`src/rtl/pc_seq_pkg.sv`:
```
// Shared opcode encodings and sequencer state type for the fetch frontend.
package pc_seq_pkg;

  localparam logic [7:0] OP_NOP  = 8'h00;
  localparam logic [7:0] OP_JMP  = 8'h01;
  localparam logic [7:0] OP_BREQ = 8'h02;
  localparam logic [7:0] OP_BRNE = 8'h03;
  localparam logic [7:0] OP_CALL = 8'h04;
  localparam logic [7:0] OP_RET  = 8'h05;
  localparam logic [7:0] OP_HALT = 8'hFF;

  typedef enum logic [1:0] {
    RUN   = 2'd0,
    HALT  = 2'd1,
    FAULT = 2'd2
  } seq_state_t;

endpackage

```
`src/rtl/ras_stack.sv`:
```
// Return-address LIFO. A push when full or a pop when empty is dropped here;
// the sequencer decides what misuse means architecturally.
module ras_stack #(
  parameter int ADDR_W      = 16,
  parameter int STACK_DEPTH = 8,
  localparam int LVL_W      = $clog2(STACK_DEPTH + 1)
) (
  input  logic              clk,
  input  logic              rst,
  input  logic              push,
  input  logic              pop,
  input  logic [ADDR_W-1:0] wdata,
  output logic [ADDR_W-1:0] top,
  output logic [LVL_W-1:0]  level,
  output logic              full,
  output logic              empty
);

  logic [LVL_W-1:0]  level_q, level_d;
  logic [ADDR_W-1:0] mem_q [STACK_DEPTH];
  logic [ADDR_W-1:0] mem_d [STACK_DEPTH];

  assign full  = (level_q == LVL_W'(STACK_DEPTH));
  assign empty = (level_q == '0);
  assign level = level_q;

  always_comb begin
    level_d = level_q;
    mem_d   = mem_q;
    top     = '0;
    for (int i = 0; i < STACK_DEPTH; i++) begin
      if (push && !full && (level_q == LVL_W'(i))) mem_d[i] = wdata;
      if (level_q == LVL_W'(i + 1)) top = mem_q[i];
    end
    if (push && !full) begin
      level_d = level_q + 1'b1;
    end else if (pop && !empty) begin
      level_d = level_q - 1'b1;
    end
  end

  always_ff @(posedge clk) begin
    if (rst) level_q <= '0;
    else     level_q <= level_d;
  end

  // Entry contents carry no reset; level alone defines what is valid.
  always_ff @(posedge clk) begin
    mem_q <= mem_d;
  end

endmodule

```
`src/rtl/pc_sequencer.sv`:
```
// Fetch-address sequencer: PC register, RUN/HALT/FAULT control and the
// next-PC mux, with a hardware return-address stack for CALL/RET.
module pc_sequencer
  import pc_seq_pkg::*;
#(
  parameter int ADDR_W      = 16,
  parameter int STACK_DEPTH = 8,
  parameter int RESET_PC    = 0,
  localparam int LVL_W      = $clog2(STACK_DEPTH + 1)
) (
  input  logic              clk,
  input  logic              rst,
  input  logic              instr_valid,
  input  logic [7:0]        opcode,
  input  logic [ADDR_W-1:0] imm,
  input  logic              condition,
  input  logic              resume,
  output logic [ADDR_W-1:0] pc_out,
  output logic              halted,
  output logic              fault,
  output logic [LVL_W-1:0]  stack_level
);

  seq_state_t        state_q, state_d;
  logic [ADDR_W-1:0] pc_q, pc_d;
  logic [ADDR_W-1:0] pc_inc, pc_rel;
  logic              push, pop;
  logic [ADDR_W-1:0] stk_top;
  logic              stk_full, stk_empty;

  ras_stack #(
    .ADDR_W      (ADDR_W),
    .STACK_DEPTH (STACK_DEPTH)
  ) u_ras (
    .clk   (clk),
    .rst   (rst),
    .push  (push),
    .pop   (pop),
    .wdata (pc_inc),
    .top   (stk_top),
    .level (stack_level),
    .full  (stk_full),
    .empty (stk_empty)
  );

  assign pc_inc = pc_q + 1'b1;
  assign pc_rel = pc_q + imm;

  // instr_valid qualifies opcode/imm/condition with no ready return path:
  // low means the frontend stalls and the PC holds.
  always_comb begin
    state_d = state_q;
    pc_d    = pc_q;
    push    = 1'b0;
    pop     = 1'b0;
    case (state_q)
      RUN: begin
        if (instr_valid) begin
          case (opcode)
            OP_JMP:  pc_d = imm;
            OP_BREQ: pc_d = condition ? pc_rel : pc_inc;
            OP_BRNE: pc_d = condition ? pc_inc : pc_rel;
            OP_CALL: begin
              if (stk_full) begin
                state_d = FAULT;
              end else begin
                push = 1'b1;
                pc_d = imm;
              end
            end
            OP_RET: begin
              if (stk_empty) begin
                state_d = FAULT;
              end else begin
                pop  = 1'b1;
                pc_d = stk_top;
              end
            end
            OP_HALT: state_d = HALT;
            default: pc_d = pc_inc;
          endcase
        end
      end
      HALT: begin
        if (resume) begin
          state_d = RUN;
          pc_d    = pc_inc;
        end
      end
      default: ;
    endcase
  end

  always_ff @(posedge clk) begin
    if (rst) begin
      state_q <= RUN;
      pc_q    <= ADDR_W'(RESET_PC);
    end else begin
      state_q <= state_d;
      pc_q    <= pc_d;
    end
  end

  assign pc_out = pc_q;
  assign halted = (state_q == HALT);
  assign fault  = (state_q == FAULT);

endmodule

```
`config.mk`:
```
export PLATFORM = sky130hd
export DESIGN_NAME = pc_sequencer
export DESIGN_NICKNAME = d
export VERILOG_FILES = /design/src/rtl/pc_seq_pkg.sv /design/src/rtl/ras_stack.sv /design/src/rtl/pc_sequencer.sv
export SDC_FILE = /design/constraint.sdc
export NUM_CORES = 1
export LEC_CHECK = 0
export ABC_AREA = 1
export CAP_MARGIN = 20
export CORE_ASPECT_RATIO = 0.8
export CORE_MARGIN = 2
export CORE_UTILIZATION = 60
export DETAILED_ROUTE_END_ITERATION = 10
export HOLD_SLACK_MARGIN = 0.03
export PLACE_DENSITY = 0.91
export RECOVER_POWER = 25
export SLEW_MARGIN = 10
export SYNTH_ARGS = -nofsm -noshare
export SYNTH_HDL_FRONTEND = slang
export SYNTH_HIERARCHICAL = 1
export SYNTH_SLANG_ARGS = --single-unit
```
`constraint.sdc`:
```
create_clock -name clk -period 11.7 [get_ports clk]
set_input_delay 1.17 -clock clk [delete_from_list [all_inputs] [get_ports clk]]
set_output_delay 1.17 -clock clk [all_outputs]
set_load 0.05 [all_outputs]
```
== Yosys cells after proc, flatten, opt, wreduce, memory -nomap -nowiden ==
Index checks and enable logic that the tools add are counted.
Cells by class
  equal/unequal tests: 24
  magnitude comparators: 0
  bitwise logic cells: 0
  reductions and logical operators: 18
  add/subtract/negate cells: 4
  multipliers: 0
  shifts and indexed selects: 0
  divide/modulo/power cells: 0
  mux-type cells: 32
Operators by type and width (number)
  $mux W16: 14
  $pmux W16 S6: 1
  $pmux W16 S2: 1
  $add A16 B1 Y16 const B: 1
  $add A16 B16 Y16: 1
  $eq A4 B3 Y1 const B: 4
  $eq A8 B2 Y1 const B: 2
  $eq A8 B3 Y1 const B: 2
  $reduce_and A6 Y1: 2
  $logic_and A1 B1 Y1: 10
  $eq A4 B2 Y1 const B: 2
  $eq A8 B1 Y1 const B: 1
  $eq A8 B8 Y1 const B: 1
  $mux W1: 8
  $mux W2: 4
  $mux W4: 2
  $ne A2 B2 Y1 const B: 3
  $ne A3 B2 Y1 const B: 2
  $ne A3 B3 Y1 const B: 2
  $pmux W2 S3: 1
  $add A4 B1 Y4 const B: 1
  $eq A4 B1 Y1 const B: 1
  $eq A4 B4 Y1 const B: 1
  $logic_not A4 Y1: 1
  other kinds (8): 10
Storage, ports and cells
  bits of input ports: 29
  latch bits: 0
  word-level logic and storage cells: 89
  memory bits (writable): 0
  register bits after elaboration: 150
  memories: 0
  ROM bits: 0

== Longest topological paths before layout ==
  depth in word-level cells: 13
  gate-level depth with buffers: 19
  depth with buffers taken out: 17

== Hierarchy ==
The synthesis kept the hierarchy.
Modules (own cells, without submodules)
  ras_stack: cells each 528, instances 1, area an instance 5753.0 µm²
  pc_sequencer: cells each 463, instances 1, area an instance 2612.5 µm²

== Worst setup path before layout ==
No wires, ideal clock.
  path type: register to register
  start: reg u_ras.level_q[0] (netlist: u_ras/level[0])
  end: reg u_ras/mem_q[80] in the netlist's numbering, enable pin
  cell stages (with the launch flop): 11
  buffers on the path: 1
  required time: 11.270 ns
  period minus slack after synthesis: 4.163 ns
  arrival: 3.733 ns
  path slack: 7.537 ns
  cells stage by stage: dfxtp_1 -> inv_1 -> ha_1 -> nand3_1 -> clkinv_1 -> buf_2 -> nor2_1 -> nand2_1 -> nor2_1 -> nand2_2 -> nor4_1
Between the ends
  longest elaborated chain between the ends: 7
  elaborated cells on any way between the ends: 9
Ends and longest elaborated chain
  start, declared: line ras_stack.sv:19  | logic [LVL_W-1:0] level_q, level_d;
  start signal, assigned: line ras_stack.sv:44  | else level_q <= level_d;
  $eq A4 B4 Y1: line ras_stack.sv:23  | assign full = (level_q == LVL_W'(STACK_DEPTH));
  named net stk_full: line pc_sequencer.sv:29  | logic stk_full, stk_empty;
  $mux W1: line pc_sequencer.sv:64  | if (stk_full) begin
  $mux W1: line pc_sequencer.sv:59  | case (opcode)
  $mux W1: line pc_sequencer.sv:58  | if (instr_valid) begin
  $mux W1: line pc_sequencer.sv:56  | case (state_q)
  named net push: line pc_sequencer.sv:27  | logic push, pop;
  $logic_and A1 B1 Y1 (2 in series): line ras_stack.sv:32  | if (push && !full && (level_q == LVL_W'(i))) mem_d[i] = wdata;
  end signal, assigned: line ras_stack.sv:49  | mem_q <= mem_d;
  end, declared: line ras_stack.sv:20  | logic [ADDR_W-1:0] mem_q [STACK_DEPTH];
The timed path passes the listed nets, and every way through them passes these cells.
A chain may end at the register's enable or synchronous reset.

== Final worst setup path ==
  start: in opcode[2]
  end: reg u_ras/mem_q[8] in the netlist's numbering, enable pin
Between the ends
  longest elaborated chain between the ends: 6
Ends and longest elaborated chain
  start, declared: line pc_sequencer.sv:14  | input logic [7:0] opcode,
  $eq A8 B3 Y1: line pc_sequencer.sv:59
  $mux W1: line pc_sequencer.sv:59
  $mux W1: line pc_sequencer.sv:58
  $mux W1: line pc_sequencer.sv:56
  named net push: line pc_sequencer.sv:27
  $logic_and A1 B1 Y1 (2 in series): line ras_stack.sv:32
The timed path passes the listed nets, and every way through them passes these cells.

==> impl_metrics.ini <==
[outcome]
status = finished, final reports clean

[detailed_routing]
vias = 6970
antenna_left = 0
drt_first_pass_iters = 6
drc = 0
viasPerCell = 5.66
drt-initial-drc-count = 987
drt_wl_total_um = 19900
routedWlPerCell_um = 16.1

[sta]
setup_viol = 0
tightest_slew_ns = 0.970
final_hold_viol_count = 0
fmax_mhz = 294
finalMaxSlewViolations = 0
fin_setup_tns_ns = 0
fin_crit_ns = 3.40
clock_skew_ns = 0.0148
period_share = 0.291
grt_setup_unrepaired = no
relSlewSlack = 0.348

[setup_path]
cp_slowest_cell = inv_1
crit_path_max_incr_delay_ns = 0.57
ff2ff_setup_slack_ns = 8.34
r2r_start = u_ras/level[0]
crit_required_ns = 11.75
regToRegEndpoint = u_ras/mem_q[8]
cp_cell_sequence = clkdlybuf4s50_1 -> inv_2 -> nor2_2 -> nand2_2 -> nor2_4 -> nand2_1 -> nor2_1 -> nand2_2 -> inv_1 -> nand2_1 -> inv_1
cp_max_fo = 16
worstRegToRegCells = 11
crit_type = in2reg
cp.arrival_ns = 3.45
cp_top_family = buffers and inverters
crit_buf_inv = 4
critPathCaptureType = flip-flop
start_kind = primary input

[yosys]
synth_compound_gate_area_share = 0.0580
synthFlopType = edfxtp_1
seq_area_frac_synth = 0.512
synth_nets = 1041
synth-async-reset-ratio = 0
yosysUniqueCellTypes = 41
synth_edf_count = 128
synthCells = 991
synthSimpleGateAreaFrac = 0.301
synth_area_um2 = 8370
synth_mux_area_frac = 0
synth-xor-area-share = 0.0188
synth_top_family_by_area = simple AND/OR/NAND/NOR gates
ys_seq_elements = 150
ys_warn_count = 6
synthAdderAreaFrac = 0.0323
avgSynthCellArea_um2 = 8.44

[clock_tree]
clkLatencyLatePin_ns = 0.43
cts_resized = 0
cts_tree = built
root_buffer = clkbuf_16
cts_sinks = 150
cts-hold-fix-buffers = 0
htree_levels = 4
cts.reportedPaths.clkPinSlew_ns = 0.06
post_cts.repair.setup_buffers = 0
cts_buffers = 17
clk_path_buf_depth = 2

[power]
power_switching_uw = 421
p_leak_nw = 4.09
combPwrFrac = 0.187
p_seq_frac = 0.443
p_int_mw = 1.01
clkPwrFrac = 0.370
ir_drop_mv = 0.112
power.density_nw_per_um2 = 150
power.share.switching = 0.294

[floorplanning]
die_w_um = 136
die_h_um = 110
core_um2 = 13600
fp-row-count = 38
io_pins = 51
fp.dieArea_um2 = 14900
initial_utilization = 0.615

[flow_run]
cap_violations = 0

[grt]
use_met1 = 0.370
global_route.usage.met3 = 0.0613
grt_max_degree = 31
grt_util_met2 = 0.454
grt_pass1_wl_um = 31900
grt_overflow = 0
antenna_found_initial = 0
busiest_layer = met2
grt_pass1_vias = 6583
grt_usage = 0.278

[place]
numPortBuffers = 50
place.gp.congestion = 0.944
hpwlAfterDp_um = 13500
place_area_um2 = 8950

[hold_path]
min_to = state_q[1]
whs_path_depth = 2
hold_start = state_q[1]
hp-class = reg2reg

[final_layout]
layout_commonest_cell = nand2_1
fill_cells = 956
finalInstanceArea_um2 = 9530
layout_common_cells = nand2_1 (348), edfxtp_1 (128), inv_1 (109), nor2_1 (82), nand3_1 (75)
nNetsFinal = 1088
area_delta_synth_final_pct = 13.9
drive_gt1_frac = 0.0904
diodes = 0
==> cell type report <==
cell class                 count  area [um^2]  share of cell area
inverter                     120          450              0.0473
sequential                   150         4280               0.450
clock inverter                13          118              0.0123
tap                          180          225              0.0236
clock buffer                  19          464              0.0487
timing repair buffer          56          553              0.0580
multi-input combinational    693         3430               0.360
==> power by group through the flow <==
stage	sequential, mW	combinational, mW	clock (mW)
6_report	0.634	0.267	0.530
5_1_grt	0.635	0.293	0.559
3_5_place_dp	0.644	0.260	0
4_1_cts	0.633	0.263	0.534
3_3_place_gp	0.644	0.251	0
2_1_floorplan	0.674	0.148	0
==> worst max path at each step <==
stage	startpoint	endpoint	depth (start not counted)
final	opcode[2]	u_ras/mem_q[8]	11
after global routing	u_ras/level[2]	pc_out[4]	15
after CTS	opcode[2]	u_ras/mem_q[13]	11
after detailed placement	opcode[2]	u_ras/mem_q[13]	11
after global placement	opcode[2]	u_ras/mem_q[58]	9
after floorplan	u_ras/level[0]	u_ras/mem_q[80]	10
==> per-layer routing <==
metal,share of wire,vias up
li1,-,3320
met1,0.42,3196
met2,0.48,398
met3,0.086,56
met4,0.021,0
met5,0,-
==> worst min-delay path, stage by stage, from the launching register on <==
cell     delay (ns)
dfxtp_1        0.31
inv_1          0.08
a21oi_1        0.07
==> state kept, by name (all words and copies together), names as in the netlist <==
register / count
state_q: 2
pc_out: 16
u_ras/level: 4
u_ras/mem_q: 128
==> Yosys cell counts, drive strengths merged (12+ instances only) <==
| library cell | instances | area share |
|---|---|---|
| a22oi | 15 | 0.013 |
| dfxtp | 22 | 0.053 |
| nand3 | 89 | 0.062 |
| nor3 | 12 | 0.0084 |
| inv | 119 | 0.053 |
| xor2 | 13 | 0.014 |
| nor2 | 92 | 0.049 |
| buf | 28 | 0.023 |
| ha | 20 | 0.030 |
| o21ai | 24 | 0.015 |
| edfxtp | 128 | 0.46 |
| a21oi | 40 | 0.026 |
| or2 | 12 | 0.0090 |
| nand2 | 356 | 0.16 |
==> kinds of logic (layout without fill, tap and decap cells) <==
logic type,after synthesis,count (layout)
flip-flops,150,150
XOR/XNOR,18,18
AND/OR/NAND/NOR,572,572
AO/OA/AOI/OAI,82,82
buffers and inverters,148,208
adder cells (fa/ha/maj),21,21
==> per-stage QoR <==
stage	std cells	util	power (mW)	hold WS (ns)	setup slack, ns
after CTS	1231	0.701	1.43	0.520	8.35
after global placement	1197	0.657	0.895	0.480	7.81
after floorplan	991	-	0.822	0.464	7.54
final	1231	0.701	1.43	0.512	8.30
after detailed placement	1199	0.658	0.904	0.511	7.89
after global routing	1231	0.701	1.49	0.546	8.05
Note: power is estimated with default switching activity, not from simulation.
